## src/rtl/vga_timing_gen_if.sv

```systemverilog
// Raster timing bundle between the timing generator and its consumer.
//   en        : advance raster one pixel this cycle (consumer -> generator)
//   sx, sy    : current raster position
//   hsync     : horizontal sync
//   vsync     : vertical sync
//   de        : data enable (active video)
//   vblank    : vertical blanking
//   line      : one-cycle line-start strobe
//   frame     : one-cycle frame-start strobe
//   frame_cnt : frames started since reset
interface vga_timing_gen_if #(
    parameter int unsigned CORDW  = 16,
    parameter int unsigned FRAMEW = 8
);
    logic              en;
    logic [CORDW-1:0]  sx;
    logic [CORDW-1:0]  sy;
    logic              hsync;
    logic              vsync;
    logic              de;
    logic              vblank;
    logic              line;
    logic              frame;
    logic [FRAMEW-1:0] frame_cnt;

    modport master (
        input  en,
        output sx, sy, hsync, vsync, de, vblank, line, frame, frame_cnt
    );

    modport slave (
        output en,
        input  sx, sy, hsync, vsync, de, vblank, line, frame, frame_cnt
    );
endinterface

```

## src/rtl/vga_timing_gen.sv

```systemverilog
// Parametrised VGA/DVI raster timing generator.
//   clk_pix : pixel clock
//   rst_pix : asynchronous active-high reset
//   vga     : raster bundle (en in; position, syncs, de, vblank, strobes,
//             frame counter out), all outputs registered and aligned to
//             the same pixel.
module vga_timing_gen #(
    parameter int unsigned CORDW  = 16,
    parameter int unsigned H_RES  = 640,
    parameter int unsigned H_FP   = 16,
    parameter int unsigned H_SYNC = 96,
    parameter int unsigned H_BP   = 48,
    parameter int unsigned V_RES  = 480,
    parameter int unsigned V_FP   = 10,
    parameter int unsigned V_SYNC = 2,
    parameter int unsigned V_BP   = 33,
    parameter int unsigned H_POL  = 0,
    parameter int unsigned V_POL  = 0,
    parameter int unsigned FRAMEW = 8
) (
    input  logic              clk_pix,
    input  logic              rst_pix,
    vga_timing_gen_if.master  vga
);

    localparam int unsigned H_TOTAL    = H_RES + H_FP + H_SYNC + H_BP;
    localparam int unsigned V_TOTAL    = V_RES + V_FP + V_SYNC + V_BP;
    localparam int unsigned H_FP_END   = H_RES + H_FP;
    localparam int unsigned H_SYNC_END = H_FP_END + H_SYNC;
    localparam int unsigned V_FP_END   = V_RES + V_FP;
    localparam int unsigned V_SYNC_END = V_FP_END + V_SYNC;
    localparam logic        HS_ON      = 1'(H_POL);
    localparam logic        VS_ON      = 1'(V_POL);

    // Reject parameter sets the counters or phase FSMs cannot represent.
    if ((64'(1) << CORDW) <= 64'(H_TOTAL - 1) ||
        (64'(1) << CORDW) <= 64'(V_TOTAL - 1)) begin : g_bad_cordw
        $error("vga_timing_gen: CORDW too narrow for H_TOTAL/V_TOTAL");
    end
    if (H_FP == 0 || H_SYNC == 0 || H_BP == 0 ||
        V_FP == 0 || V_SYNC == 0 || V_BP == 0) begin : g_bad_porch
        $error("vga_timing_gen: sync and porch widths must be non-zero");
    end

    typedef enum logic [1:0] {
        PH_ACTIVE = 2'd0,
        PH_FP     = 2'd1,
        PH_SYNC   = 2'd2,
        PH_BP     = 2'd3
    } phase_e;

    phase_e              h_state_q, h_state_d;
    phase_e              v_state_q, v_state_d;
    logic [CORDW-1:0]    sx_q, sx_d;
    logic [CORDW-1:0]    sy_q, sy_d;
    logic                hsync_q, hsync_d;
    logic                vsync_q, vsync_d;
    logic                de_q, de_d;
    logic                vblank_q, vblank_d;
    logic                line_q, line_d;
    logic                frame_q, frame_d;
    logic [FRAMEW-1:0]   frame_cnt_q, frame_cnt_d;
    logic                h_wrap;
    logic                v_wrap;

    assign h_wrap = (sx_q == CORDW'(H_TOTAL - 1));
    assign v_wrap = (sy_q == CORDW'(V_TOTAL - 1));

    // State and output registers; reset parks the raster at the last pixel
    // of back porch so the first enabled cycle lands on (0,0).
    always_ff @(posedge clk_pix or posedge rst_pix) begin
        if (rst_pix) begin
            h_state_q   <= PH_BP;
            v_state_q   <= PH_BP;
            sx_q        <= CORDW'(H_TOTAL - 1);
            sy_q        <= CORDW'(V_TOTAL - 1);
            hsync_q     <= ~HS_ON;
            vsync_q     <= ~VS_ON;
            de_q        <= 1'b0;
            vblank_q    <= 1'b1;
            line_q      <= 1'b0;
            frame_q     <= 1'b0;
            frame_cnt_q <= '0;
        end else begin
            h_state_q   <= h_state_d;
            v_state_q   <= v_state_d;
            sx_q        <= sx_d;
            sy_q        <= sy_d;
            hsync_q     <= hsync_d;
            vsync_q     <= vsync_d;
            de_q        <= de_d;
            vblank_q    <= vblank_d;
            line_q      <= line_d;
            frame_q     <= frame_d;
            frame_cnt_q <= frame_cnt_d;
        end
    end

    // Next position and phase; vertical steps only on a horizontal wrap.
    always_comb begin
        sx_d      = sx_q;
        sy_d      = sy_q;
        h_state_d = h_state_q;
        v_state_d = v_state_q;
        if (vga.en) begin
            sx_d = h_wrap ? '0 : sx_q + CORDW'(1);
            unique case (h_state_q)
                PH_ACTIVE: if (sx_q == CORDW'(H_RES - 1))      h_state_d = PH_FP;
                PH_FP:     if (sx_q == CORDW'(H_FP_END - 1))   h_state_d = PH_SYNC;
                PH_SYNC:   if (sx_q == CORDW'(H_SYNC_END - 1)) h_state_d = PH_BP;
                PH_BP:     if (h_wrap)                         h_state_d = PH_ACTIVE;
            endcase
            if (h_wrap) begin
                sy_d = v_wrap ? '0 : sy_q + CORDW'(1);
                unique case (v_state_q)
                    PH_ACTIVE: if (sy_q == CORDW'(V_RES - 1))      v_state_d = PH_FP;
                    PH_FP:     if (sy_q == CORDW'(V_FP_END - 1))   v_state_d = PH_SYNC;
                    PH_SYNC:   if (sy_q == CORDW'(V_SYNC_END - 1)) v_state_d = PH_BP;
                    PH_BP:     if (v_wrap)                         v_state_d = PH_ACTIVE;
                endcase
            end
        end
    end

    // Outputs decoded from the next phase so they register alongside sx/sy.
    always_comb begin
        hsync_d     = ~HS_ON;
        vsync_d     = ~VS_ON;
        de_d        = 1'b0;
        vblank_d    = 1'b1;
        line_d      = 1'b0;
        frame_d     = 1'b0;
        frame_cnt_d = frame_cnt_q;
        if (h_state_d == PH_SYNC) hsync_d = HS_ON;
        if (v_state_d == PH_SYNC) vsync_d = VS_ON;
        de_d     = (h_state_d == PH_ACTIVE) && (v_state_d == PH_ACTIVE);
        vblank_d = (v_state_d != PH_ACTIVE);
        line_d   = vga.en && h_wrap;
        frame_d  = vga.en && h_wrap && v_wrap;
        if (frame_d) frame_cnt_d = frame_cnt_q + FRAMEW'(1);
    end

    assign vga.sx        = sx_q;
    assign vga.sy        = sy_q;
    assign vga.hsync     = hsync_q;
    assign vga.vsync     = vsync_q;
    assign vga.de        = de_q;
    assign vga.vblank    = vblank_q;
    assign vga.line      = line_q;
    assign vga.frame     = frame_q;
    assign vga.frame_cnt = frame_cnt_q;

endmodule

```

## src/flat_wrapper.sv

```systemverilog
// flat-port wrapper written by rule: the top's interface ports become plain ports
module vga_timing_gen_flat 
#(
    parameter int unsigned CORDW  = 16,
    parameter int unsigned H_RES  = 640,
    parameter int unsigned H_FP   = 16,
    parameter int unsigned H_SYNC = 96,
    parameter int unsigned H_BP   = 48,
    parameter int unsigned V_RES  = 480,
    parameter int unsigned V_FP   = 10,
    parameter int unsigned V_SYNC = 2,
    parameter int unsigned V_BP   = 33,
    parameter int unsigned H_POL  = 0,
    parameter int unsigned V_POL  = 0,
    parameter int unsigned FRAMEW = 8
)
  (clk_pix, rst_pix, vga_en, vga_sx, vga_sy, vga_hsync, vga_vsync, vga_de, vga_vblank, vga_line, vga_frame, vga_frame_cnt);
  vga_timing_gen_if #(.CORDW(CORDW), .FRAMEW(FRAMEW)) vga_i ();
  input  logic clk_pix;
  input  logic rst_pix;
  input wire logic [$bits(vga_i.en)-1:0] vga_en;
  output wire logic [$bits(vga_i.sx)-1:0] vga_sx;
  output wire logic [$bits(vga_i.sy)-1:0] vga_sy;
  output wire logic [$bits(vga_i.hsync)-1:0] vga_hsync;
  output wire logic [$bits(vga_i.vsync)-1:0] vga_vsync;
  output wire logic [$bits(vga_i.de)-1:0] vga_de;
  output wire logic [$bits(vga_i.vblank)-1:0] vga_vblank;
  output wire logic [$bits(vga_i.line)-1:0] vga_line;
  output wire logic [$bits(vga_i.frame)-1:0] vga_frame;
  output wire logic [$bits(vga_i.frame_cnt)-1:0] vga_frame_cnt;
  assign vga_i.en = vga_en;
  assign vga_sx = vga_i.sx;
  assign vga_sy = vga_i.sy;
  assign vga_hsync = vga_i.hsync;
  assign vga_vsync = vga_i.vsync;
  assign vga_de = vga_i.de;
  assign vga_vblank = vga_i.vblank;
  assign vga_line = vga_i.line;
  assign vga_frame = vga_i.frame;
  assign vga_frame_cnt = vga_i.frame_cnt;
  vga_timing_gen #(.CORDW(CORDW), .H_RES(H_RES), .H_FP(H_FP), .H_SYNC(H_SYNC), .H_BP(H_BP), .V_RES(V_RES), .V_FP(V_FP), .V_SYNC(V_SYNC), .V_BP(V_BP), .H_POL(H_POL), .V_POL(V_POL), .FRAMEW(FRAMEW)) u_core (.clk_pix(clk_pix), .rst_pix(rst_pix), .vga(vga_i));
endmodule
```

## config.mk

```make
export PLATFORM = sky130hd
export DESIGN_NAME = vga_timing_gen_flat
export DESIGN_NICKNAME = d
export VERILOG_FILES = /design/src/rtl/vga_timing_gen_if.sv /design/src/rtl/vga_timing_gen.sv /design/src/flat_wrapper.sv
export SDC_FILE = /design/constraint.sdc
export NUM_CORES = 1
export LEC_CHECK = 0
export ABC_AREA = 1
export BUFFER_PORTS_ARGS = -buffer_cell sky130_fd_sc_hd__buf_2
export CORE_ASPECT_RATIO = 0.8
export CORE_MARGIN = 10
export CORE_UTILIZATION = 36
export CTS_CLUSTER_SIZE = 25
export DETAILED_ROUTE_END_ITERATION = 10
export HOLD_SLACK_MARGIN = 0.12
export PLACE_DENSITY = 0.59
export SLEW_MARGIN = 20
export SYNTH_ARGS = -nofsm -noshare
export SYNTH_HDL_FRONTEND = slang
export SYNTH_SLANG_ARGS = --single-unit
```

## constraint.sdc

```tcl
create_clock -name clk_pix -period 4.2 [get_ports clk_pix]
set_input_delay 0.42 -clock clk_pix [delete_from_list [all_inputs] [get_ports clk_pix]]
set_output_delay 0.42 -clock clk_pix [all_outputs]
set_load 0.01 [all_outputs]
```

After elaboration in Yosys (flattened, before gate mapping)
Cells that the tools add are included.
{"block": "op_classes", "add_sub_neg": 3, "n_mux": 17, "reduce_logical": 9, "n_eq_ne": 16}
{"cell": "$eq A16 B10 Y1 const B", "count": 5}
{"cell": "$eq A16 B9 Y1 const B", "count": 3}
{"cell": "$add A16 B1 Y16 const B", "count": 2}
{"cell": "$mux W16", "count": 2}
{"cell": "$mux W2", "count": 11}
{"cell": "$pmux W2 S4", "count": 2}
{"cell": "$eq A2 B2 Y1 const B", "count": 6}
{"cell": "$add A8 B1 Y8 const B", "count": 1}
{"cell": "$logic_not A2 Y1", "count": 4}
{"cell": "$eq A2 B1 Y1 const B", "count": 2}
{"cell": "$logic_and A1 B1 Y1", "count": 3}
{"cell": "$mux W1", "count": 2}
{"cell": "$reduce_and A2 Y1", "count": 1}
{"cell": "$reduce_bool A2 Y1", "count": 1}
{"block": "totals", "ff_bits": 50, "out_inout_bits": 46, "input_bits": 3, "wordCells": 56}

Logic depth before layout (Yosys ltp)
{"block": "logic_depth", "word_depth": 7, "mapped_depth": 11, "mapped_depth_nobuf": 11}

Worst setup path after synthesis
No wires, ideal clock.
{"block": "synth_timing", "kind": "register to register", "startpoint": "register u_core.sx_q[0], in the netlist u_core.vga.sx[0]", "endpoint": "register u_core.frame_cnt_q[6], in the netlist u_core.vga.frame_cnt[6]", "arrival_time_ns": 1.684, "setup_time_ns": 0.117, "period_less_slack_ns": 1.802, "path_slack_ns": 2.398, "required_time_ns": 4.083, "n_path_buf": 0, "stages_incl_launch_ff": 11, "path_cell_list": "dfstp_2 -> ha_1 -> nand3_1 -> nor2_1 -> nand3_2 -> nor2_4 -> nand2_4 -> nor2_4 -> nand3_1 -> nand2_1 -> nand2_1"}
{"block": "synth_between", "elab_chain_len": 3}
{"item": "start, declared", "line": "vga_timing_gen.sv:54", "source": "logic [CORDW-1:0] sx_q, sx_d;"}
{"item": "start signal, assigned", "line": "vga_timing_gen.sv:75", "source": "sx_q <= CORDW'(H_TOTAL - 1);"}
{"item": "$eq A16 B10 Y1", "line": "vga_timing_gen.sv:66", "source": "assign h_wrap = (sx_q == CORDW'(H_TOTAL - 1));"}
{"item": "$logic_and A1 B1 Y1 (2 in a row)", "line": "vga_timing_gen.sv:139", "source": "frame_d = vga.en && h_wrap && v_wrap;"}
{"item": "end signal, assigned", "line": "vga_timing_gen.sv:95", "source": "frame_cnt_q <= frame_cnt_d;"}
{"item": "end, declared", "line": "vga_timing_gen.sv:62", "source": "logic [FRAMEW-1:0] frame_cnt_q, frame_cnt_d;"}
No other way between the ends.
A chain may end at the register's enable or synchronous reset.

Worst setup path in the final report
Ends and elaborated chain as after synthesis.

==> metrics.txt <==
status=finished clean; main combinational cell family by area after synthesis=simple AND/OR/NAND/NOR gates; first-pass GRT wire length=approximately 12,000 um; DRC=0; Crit path largest cell delay=560 ps; crit path launch type=flop; Hold Fails Final Rpt=0; num rows=29; CTS Buf Count=5; Synth warnings=0; Worst Path Buf+Inv=0; Worst-path clk slew=around 90 ps; Worst Max-Slew Pin Slew=roughly 860 ps; pre-CTS setup slack=2140 ps; Routed wire per std cell=13.9 um; share of the synthesized area in the top cell type=0.285; GPL Wtd Cong=0.844; H-tree Lvls=2; final wirelength=7280 um; fraction of registers with async set/reset=1.00; ANT cells=0; fmax=between 0.4 and 0.5 GHz; delay-heaviest family, CP=simple AND/OR/NAND/NOR gates; max-cap viol count=0; Power, Total=about 0.0014 W; simple logic cell fraction of the synthesized area=0.347; class of the worst hold path=primary input to async pin; Die Ht=100 um; Adder-Cell Fraction of Synth Area=0.0216; Clock Tree Root=clkbuf_8; vias in the first global route=2,395; core footprint=slightly below 0.008 mm2; most frequent cells after synthesis=nand2_1, inv_1, nor2_1; critical path cell sequence=ha_1, nand3_1, nor2_1, nand3_2, nor2_4, nand2_4, nor2_4, nand3_1, nand2_1, nand2_1; most numerous cell in the Yosys netlist=nand2_1; multiplexer area fraction after synthesis=0; # IOs=49; largest net degree at the start of global routing=roughly 50; Synth-to-Final Area Change=15.9%; setup_tns=0 ps; xor and xnor area share after synthesis=0.0695; TritonCTS Sinks=50; vias per cell=4.79; critical path peak fanout=5; most area-consuming cells after synthesis=dfrtp_1, dfstp_2, nand2_1; post-synth cell types=34; worst vdd ir=0.143 mV; syn_nets=between 300 and 400; Final #Nets=approximately 420; GRT Total Usage=0.120; starting density of the core=0.368; Final WS setup=2120 ps; cell taking the most area after synthesis=dfrtp_1; Layout Skew=about 2.6 ps; initial antenna violation count=0; Crit. End Element=flop; Max Buffers Root-to-Sink=2; Post-synth top flop=dfrtp_1; critical path's slowest cell=dfstp_2; mapped cell area=roughly 0.0029 mm2; Port Buffers=48; share of cells above drive strength 1=0.225; DRT Pass-1 Iters=5; Post-CTS Resized=0; sequential share of the synthesized area=0.439; Mapped Cells=363; arrival time at the worst endpoint=around 2300 ps; GR Overflow Total=0; DRT antenna net count=0; Final Critical Period=approximately 2100 ps; DRT iter0 DRCs=202; slew margin rel.=0.425; Vias=2,502; RSZ-0062 raised after global routing=no; # setup viols final=0; TritonCTS clock tree=yes; clk_lat worst skew=roughly 300 ps; die width=around 120 um; Final Cycle Share=0.495; #FFs+latches synth=50; Max Slew Vio Count=0; pwr dens=425 mW/mm2; setup bufs post-CTS=0; Pleak=~1.8 nW; DPL Wire Length=between 5000 and 6000 um; EDFF count, synth=0; Die Area=roughly 0.012 mm2; CTS Hold Bufs=0; WS Path Type=flop to flop; average cell area after synthesis=about 8 um2; Req. time, crit path=~4400 ps; post-synthesis compound-gate area fraction=0.0449
==> per-stage QoR <==
step	std cells	util	area, um2	hold WS, ps
after floorplan	363	-	2900	512
after global routing	522	0.427	3360	331
after detailed placement	514	0.412	3250	488
after CTS	522	0.426	3360	410
final	522	0.427	3360	263
after global placement	514	0.412	3250	484
==> kinds of logic after synthesis <==
kind of cell	after synthesis
adders and majority gates	5
xor gates and xnor gates	23
buffers and inverters	58
AOI/OAI and AO/OA	23
and+or+nand+nor	204
DFF	50
==> worst paths after layout <==
check	cells after the start	start	slack (ps)	to
setup / recovery	10	u_core.vga.sx[0]	2120	u_core.vga.frame_cnt[6]
hold / removal	2	rst_pix	260	u_core.vga.sy[6]
setup reg to reg	10	u_core.vga.sx[0]	2120	u_core.vga.frame_cnt[6]
hold reg to reg	1	u_core.vga.sy[15]	500	u_core.vga.sy[15]
max in group asynchronous	2	rst_pix	3420	u_core.vga.sx[5]
min in group clk_pix	1	u_core.vga.sy[15]	500	u_core.vga.sy[15]
==> cell usage in the layout (no fill, tap or decap), types with 2 or more instances in the layout <==
cell type   n
a211oi_1    2
a21oi_1     2
buf_2      48
clkbuf_8    5
dfrtp_1    33
dfstp_2    17
ha_1        5
inv_1      50
inv_2       2
nand2_1    75
nand2_2     2
nand3_1    33
nand4_1    19
nor2_1     46
nor2_2      4
nor2_4      5
nor3_1     10
nor4_1      2
o21ai_0    15
xnor2_1     7
xor2_1     16
==> layer usage <==
metal / track usage / share of wire / vias to the layer above
li1: - / - / 1269
met1: 0.177 / 0.52 / 1176
met2: 0.173 / 0.42 / 55
met3: 0.0264 / 0.052 / 2
met4: 0.0269 / 0.0049 / 0
met5: 0 / 0 / -
==> cell type report <==
type                    count  area, um2
multi-input cells         255       1400
repair buffers             48        240
inverters                  53        200
clock buffers               6       72.6
flip-flops and latches     50       1270
clock inverters             2       37.5
well taps                 108        135
fillers                   827       4520
==> sequential cells by signal (all words and copies together), names as in the netlist <==
signal,cells
u_core.h_state_q,2
u_core.v_state_q,2
u_core.vga.de,1
u_core.vga.frame,1
u_core.vga.frame_cnt,8
u_core.vga.hsync,1
u_core.vga.line,1
u_core.vga.sx,16
u_core.vga.sy,16
u_core.vga.vblank,1
u_core.vga.vsync,1
==> power by group <==
part | total (W) | switching, W | internal [W]
Clock | 0.000339 | 0.000161 | 0.000178
Sequential | 0.000660 | 0.0000963 | 0.000564
Combinational | 0.000428 | 0.000287 | 0.000141
==> worst register-to-register path, cell delays in order (launching register included) <==
cell and delay, ps:
dfstp_2 560, ha_1 180, nand3_1 200, nor2_1 190
nand3_2 240, nor2_4 240, nand2_4 80, nor2_4 100
nand3_1 80, nand2_1 70, nand2_1 40
Note: power is estimated with default switching activity, not from simulation.
